### src/rtl/core_pkg.sv
// Shared front-end types: PC width, instruction width and the fetch-buffer entry.
package core_pkg;
  localparam int XLEN = 32;
  localparam int ILEN = 32;
  localparam logic [ILEN-1:0] NOP = 32'h0000_0013;

  typedef struct packed {
    logic [ILEN-1:0] inst;
    logic [XLEN-1:0] pc;
  } fetch_entry_t;
endpackage

### src/rtl/fetch_fifo.sv
// Prefetch buffer: DEPTH-entry synchronous FIFO of fetch entries with flush.
// Flush wins over push and pop in the same cycle.
module fetch_fifo
  import core_pkg::*;
#(
  parameter int DEPTH = 2
) (
  input  logic                           clk,
  input  logic                           reset,
  input  logic                           flush,
  input  logic                           push,
  input  fetch_entry_t                   push_data,
  input  logic                           pop,
  output fetch_entry_t                   head,
  output logic                           empty,
  output logic [$clog2(DEPTH+1)-1:0]     count
);
  localparam int CW = $clog2(DEPTH + 1);
  localparam int AW = (DEPTH > 1) ? $clog2(DEPTH) : 1;

  fetch_entry_t  mem [DEPTH];
  logic [AW-1:0] rd_ptr;
  logic [AW-1:0] wr_ptr;
  logic          full;
  logic          do_push;
  logic          do_pop;

  function automatic logic [AW-1:0] bump(input logic [AW-1:0] p);
    return (p == AW'(DEPTH - 1)) ? '0 : p + AW'(1);
  endfunction

  assign empty   = (count == '0);
  assign full    = (count == CW'(DEPTH));
  assign do_pop  = pop && !empty;
  // A full FIFO still accepts a push when the head leaves in the same cycle.
  assign do_push = push && (!full || do_pop);
  assign head    = mem[rd_ptr];

  always_ff @(posedge clk) begin
    if (reset || flush) begin
      rd_ptr <= '0;
      wr_ptr <= '0;
      count  <= '0;
    end else begin
      if (do_push) wr_ptr <= bump(wr_ptr);
      if (do_pop)  rd_ptr <= bump(rd_ptr);
      count <= count + CW'(do_push) - CW'(do_pop);
    end
  end

  always_ff @(posedge clk) begin
    if (!reset && !flush && do_push) mem[wr_ptr] <= push_data;
  end
endmodule

### src/rtl/instruction_fetch.sv
// Fetch stage: PC, credit-limited imem requests, prefetch FIFO and redirect flush.
// Optional build macro FETCH_MISALIGN_CHECK_EN enables the misaligned-redirect fault.
module instruction_fetch #(
  parameter int              XLEN      = 32,
  parameter logic [XLEN-1:0] BOOT_ADDR = '0,
  parameter int              DEPTH     = 2
) (
  input  logic            clk,
  input  logic            reset,
  input  logic            redirect_valid,
  input  logic [XLEN-1:0] redirect_pc,
  output logic            imem_req,
  output logic [XLEN-1:0] imem_addr,
  input  logic            imem_gnt,
  input  logic            imem_rvalid,
  input  logic [31:0]     imem_rdata,
  output logic            out_valid,
  input  logic            out_ready,
  output logic [31:0]     out_inst,
  output logic [XLEN-1:0] out_pc,
  output logic            fetch_fault
);
  import core_pkg::*;

  localparam int CW = $clog2(DEPTH + 1);

  // Handshakes: imem transfers on a rising edge with imem_req && imem_gnt, and req/addr
  // stay put until then; decode transfers on out_valid && out_ready, out_* stable until taken.
  logic [XLEN-1:0] fetch_pc;
  logic [XLEN-1:0] resp_pc;
  logic [XLEN-1:0] target_pc;
  logic [CW-1:0]   outstanding;
  logic [CW-1:0]   discard;
  logic [CW-1:0]   fifo_count;
  logic            fetch_blocked;
  logic            credit_ok;
  logic            fire;
  logic            push;
  logic            fifo_empty;
  fetch_entry_t    push_entry;
  fetch_entry_t    head;

`ifdef FETCH_MISALIGN_CHECK_EN
  logic fault_q;

  assign target_pc = redirect_pc;

  always_ff @(posedge clk) begin
    if (reset)               fault_q <= 1'b0;
    else if (redirect_valid) fault_q <= |redirect_pc[1:0];
  end

  assign fetch_blocked = fault_q;
  assign fetch_fault   = fault_q;
`else
  logic unused_redirect_lsbs;

  assign unused_redirect_lsbs = ^redirect_pc[1:0];
  assign target_pc            = {redirect_pc[XLEN-1:2], 2'b00};
  assign fetch_blocked        = 1'b0;
  assign fetch_fault          = 1'b0;
`endif

  // Buffered plus in-flight never exceeds DEPTH, so every response has a slot.
  assign credit_ok = ({1'b0, fifo_count} + {1'b0, outstanding}) < (CW + 1)'(DEPTH);
  assign imem_req  = !reset && !redirect_valid && !fetch_blocked && credit_ok;
  assign imem_addr = fetch_pc;
  assign fire      = imem_req && imem_gnt;
  assign push      = !reset && !redirect_valid && imem_rvalid && (discard == '0);

  assign push_entry.inst = imem_rdata;
  assign push_entry.pc   = resp_pc;

  always_ff @(posedge clk) begin
    if (reset) begin
      fetch_pc    <= BOOT_ADDR;
      resp_pc     <= BOOT_ADDR;
      outstanding <= '0;
      discard     <= '0;
    end else if (redirect_valid) begin
      // Everything still in flight after this cycle belongs to the old path.
      fetch_pc    <= target_pc;
      resp_pc     <= target_pc;
      outstanding <= outstanding - CW'(imem_rvalid);
      discard     <= outstanding - CW'(imem_rvalid);
    end else begin
      if (fire) fetch_pc <= fetch_pc + XLEN'(4);
      if (push) resp_pc  <= resp_pc + XLEN'(4);
      outstanding <= outstanding + CW'(fire) - CW'(imem_rvalid);
      if (imem_rvalid && (discard != '0)) discard <= discard - CW'(1);
    end
  end

  fetch_fifo #(
    .DEPTH(DEPTH)
  ) u_fifo (
    .clk       (clk),
    .reset     (reset),
    .flush     (redirect_valid),
    .push      (push),
    .push_data (push_entry),
    .pop       (out_valid && out_ready),
    .head      (head),
    .empty     (fifo_empty),
    .count     (fifo_count)
  );

  assign out_valid = !fifo_empty;
  assign out_inst  = out_valid ? head.inst : '0;
  assign out_pc    = out_valid ? head.pc   : '0;
endmodule

### config.mk
export PLATFORM = sky130hd
export DESIGN_NAME = instruction_fetch
export DESIGN_NICKNAME = d
export VERILOG_FILES = /design/src/rtl/core_pkg.sv /design/src/rtl/fetch_fifo.sv /design/src/rtl/instruction_fetch.sv
export SDC_FILE = /design/constraint.sdc
export NUM_CORES = 1
export LEC_CHECK = 0
export CELL_PAD_IN_SITES_DETAIL_PLACEMENT = 1
export CELL_PAD_IN_SITES_GLOBAL_PLACEMENT = 2
export CORE_MARGIN = 4
export CORE_UTILIZATION = 38
export CTS_BUF_LIST = sky130_fd_sc_hd__clkbuf_2
export CTS_CLUSTER_DIAMETER = 50
export CTS_CLUSTER_SIZE = 8
export DETAILED_ROUTE_END_ITERATION = 12
export PLACE_DENSITY = 0.95
export SYNTH_ARGS = -nofsm -noshare
export SYNTH_HDL_FRONTEND = slang
export SYNTH_SLANG_ARGS = --single-unit
export TNS_END_PERCENT = 50
### constraint.sdc
create_clock -name clk -period 9.25 [get_ports clk]
set_input_delay 0.925 -clock clk [delete_from_list [all_inputs] [get_ports clk]]
set_output_delay 0.925 -clock clk [all_outputs]
set_load 0.01 [all_outputs]
==> key figures <==
Yosys
  • Xor/xnor share of the synthesized area: under 10%
  • Mapped Cells: between 700 and 800
  • Top cell type's share of synthesized area: 43.1%
  • Compound-cell area share of the yosys netlist: 7.87%
  • Top cell type by total area after synthesis: edfxtp_1
  • Number of flops mapped to enable cells by yosys: 124
  • Flops & latches, synth: 193
  • Simple-gate portion of the synthesized area: about 15%
  • Synthesized area per cell: 11.8 µm²
  • Ys Warns: 0
  • Sequential area share after synthesis: approximately three fifths
  • Combinational family with the most area after synthesis: simple AND/OR/NAND/NOR gates
  • Share of synthesized registers carrying an async set or reset: 0%
  • Adder-cell area share of the yosys netlist: 1.39%
  • Main flop type after synthesis: edfxtp_1
  • Multiplexer share of the synthesized area: slightly below 8%
  • Post-Syn Area: 0.00864 mm²
  • Synth top area cells: edfxtp_1, dfxtp_1, mux2i_1
  • Synth unique cells: 53

Worst setup path
  • Slowest Stage Delay on Critical Path: 0.79 ns
  • Critical path class: flip-flop to output pin
  • Critical path, cell by cell: buf_4, mux2i_1, nor2_1, clkdlybuf4s50_1
  • FF-to-FF Start: u_fifo.count[0]$_SDFF_PP0_
  • Critical path buffers and inverters: 2
  • Slowest-stage cell, CP: buf_4
  • Crit. End Element: output pin
  • Critical path fanouts, max: between 60 and 70
  • CP startpoint kind: flip-flop
  • CP delay by family, top: buffers and inverters
  • CP Data Required Time: ~8.3 ns
  • Worst Path Arrival: 2.89 ns

Global route
  • First-pass GRT wire length: around 35 mm
  • Number of global-route vias before repair: about 6.3k
  • GRT Total Usage: between 10% and 20%
  • Initial antenna violation count: 1
  • Gr ovfl total: 0
  • Pin count of the biggest net entering global routing: between 60 and 70

Detailed routing
  • DR WL/cell: 18.7 µm
  • DRC viols: 0
  • Vias per inst: roughly 5.2
  • 1st-iter DRT viols: about 330
  • DRT antenna net count: 0
  • Via count: 6,159
  • DRT Wirelength: 22.0 mm
  • DRT Pass-1 Iters: 6

STA
  • RSZ-0062 raised after global routing: no
  • Final setup fails: 0
  • Slew @ Worst Pin: 1.06 ns
  • Fin crit share: 41.3%
  • Post-Route Skew: between 0.04 and 0.05 ns
  • Crit path time final: 3.82 ns
  • Maximum clock rate: 262 MHz
  • Worst rel slew slack: between 20 and 30%
  • Final setup TNS: 0 ns
  • Count of final hold-check violations: 0
  • Final-report max-slew violation count: 0
  • Final setup margin: 5.43 ns

CTS
  • # hold bufs at CTS: 0
  • Postcts setup bufs: 0
  • H-tree levels: 4
  • Clk pin slew, worst setup/hold paths: 0.25 ns
  • Clk buf depth: 2
  • Clock sinks: 193
  • CTS Buf Count: 17
  • CTS tree: done
  • Clock root cell: clkbuf_2
  • Clock Latency Late Sink: roughly 0.74 ns
  • CTS resizes: 0

Power and ir drop
  • Clock power share: 27.2%
  • Reg power frac: 61.4%
  • P_leak: 3.44 nW
  • Switch Pwr: between 400 and 500 µW
  • Pint: 1.20 mW
  • Comb power frac: between 10% and 20%
  • Sw Share: 25.5%
  • Maximum VDD drop: just over 60 µV
  • Total power per unit cell area: between 100 and 150 mW/mm²

Finish
  • Share of cells above drive strength 1: ~6.5%
  • Seq. cell area: just over 0.005 mm²
  • Commonest non-fill, non-tap cell in the layout: clkdlybuf4s50_1
  • Fillers: ~2.3k
  • Synthesis-to-layout area growth: 24.7%
  • Final-stage net count: slightly below 1k
  • Most frequent cells in the layout: clkdlybuf4s50_1, edfxtp_1, nor2_1
  • Area of the multi-input gates: 0.00333 mm²

Run status
  • Status: complete, no violations

Floorplan
  • DIE HEIGHT: between 150 and 200 µm
  • Rows: 54
  • Core box area: 0.0221 mm²
  • Die area: between 0.02 and 0.03 mm²
  • Die span in x: between 150 and 200 µm
  • Number of I/O pins: 169
  • Initial core utilization: 39.1%

Min path
  • Hold WC Path Type: flip-flop to flip-flop
  • Hold path startpoint: resp_pc[7]$_SDFFE_PP0P_

Placed design
  • GPL Wtd Cong: about 0.78
  • DP Worst Slack: around 5.3 ns
  • HPWL Detailed: between 15 and 20 mm
  • PortBufs: 161

Run
  • Max-cap violation count: 0
## power by group through the flow
stage          Clock (mW)  Combinational, mW  Sequential (mW)
3_3_place_gp            0              0.180             1.00
3_5_place_dp            0              0.185             1.01
6_report            0.437              0.183            0.988
2_1_floorplan           0             0.0898            0.999
4_1_cts             0.455              0.186            0.988
5_1_grt             0.492              0.200            0.994
## layer usage
layer / wire (µm) / share of wire [%] / track usage [%]
met5: 0 / 0 / 0
met3: 1090 / 5.0 / 4.20
met1: 10300 / 47 / 23.5
met2: 10500 / 48 / 28.3
met4: 93 / 0.42 / 3.59
## cells in the mapped netlist, drive strengths merged, types with 3 or more instances
master,number
inv,13
clkbuf,33
a31oi,4
o21ai,6
and3,9
buf,8
nand2,44
a22oi,7
a211oi,8
nor4,19
o22ai,13
xor2,27
nor2,85
and4,7
nor3,16
nand4,24
a21boi,26
or4,3
and2,5
a21oi,20
edfxtp,124
dfxtp,69
mux2i,66
nand3,23
xnor2,30
o21a,14
ha,8
## metrics by stage
stage	cells	hold slack (ns)	power (mW)	cell area [µm²]	util, %
after floorplan	737	0.461	1.09	8650	-
after global placement	1145	0.499	1.18	10500	47.6
after detailed placement	1145	0.511	1.19	10500	47.6
after CTS	1177	0.538	1.63	10800	48.7
after global routing	1178	0.540	1.69	10800	48.7
final	1178	0.545	1.61	10800	48.7
## worst paths after layout
kind,slack [ns],to,cells past startpoint
setup / recovery,5.43,out_pc[13],4
hold / removal,0.55,u_fifo.mem[0][7]$_DFFE_PP_,0
setup reg to reg,6.25,imem_addr[19]$_SDFFE_PP0P_,8
hold reg to reg,0.55,u_fifo.mem[0][7]$_DFFE_PP_,0
## layout make-up
cell class | instances | share of cell area, %
clock buffers | 19 | 0.883
multi-input cells | 490 | 30.9
diodes | 1 | 0.0232
clock inverters | 13 | 1.48
flip-flops and latches | 193 | 47.4
inverters | 13 | 0.453
well taps | 280 | 3.25
repair buffers | 169 | 15.5
## state kept, by name, summed over array words and instances, names as in the netlist, named ones only
register,count
discard,2
imem_addr,30
outstanding,2
resp_pc,30
u_fifo.count,2
u_fifo.mem,124
u_fifo.rd_ptr,1
u_fifo.wr_ptr,1
## kinds of logic after synthesis
kind of cell             count (synthesis)
adder cells (fa/ha/maj)                  9
flip-flops                             193
multiplexers                            68
buffers and inverters                   54
other                                    1
AO/OA/AOI/OAI                          101
XOR/XNOR                                57
AND/OR/NAND/NOR                        250
No activity file was read; power rests on OpenSTA's default activity.
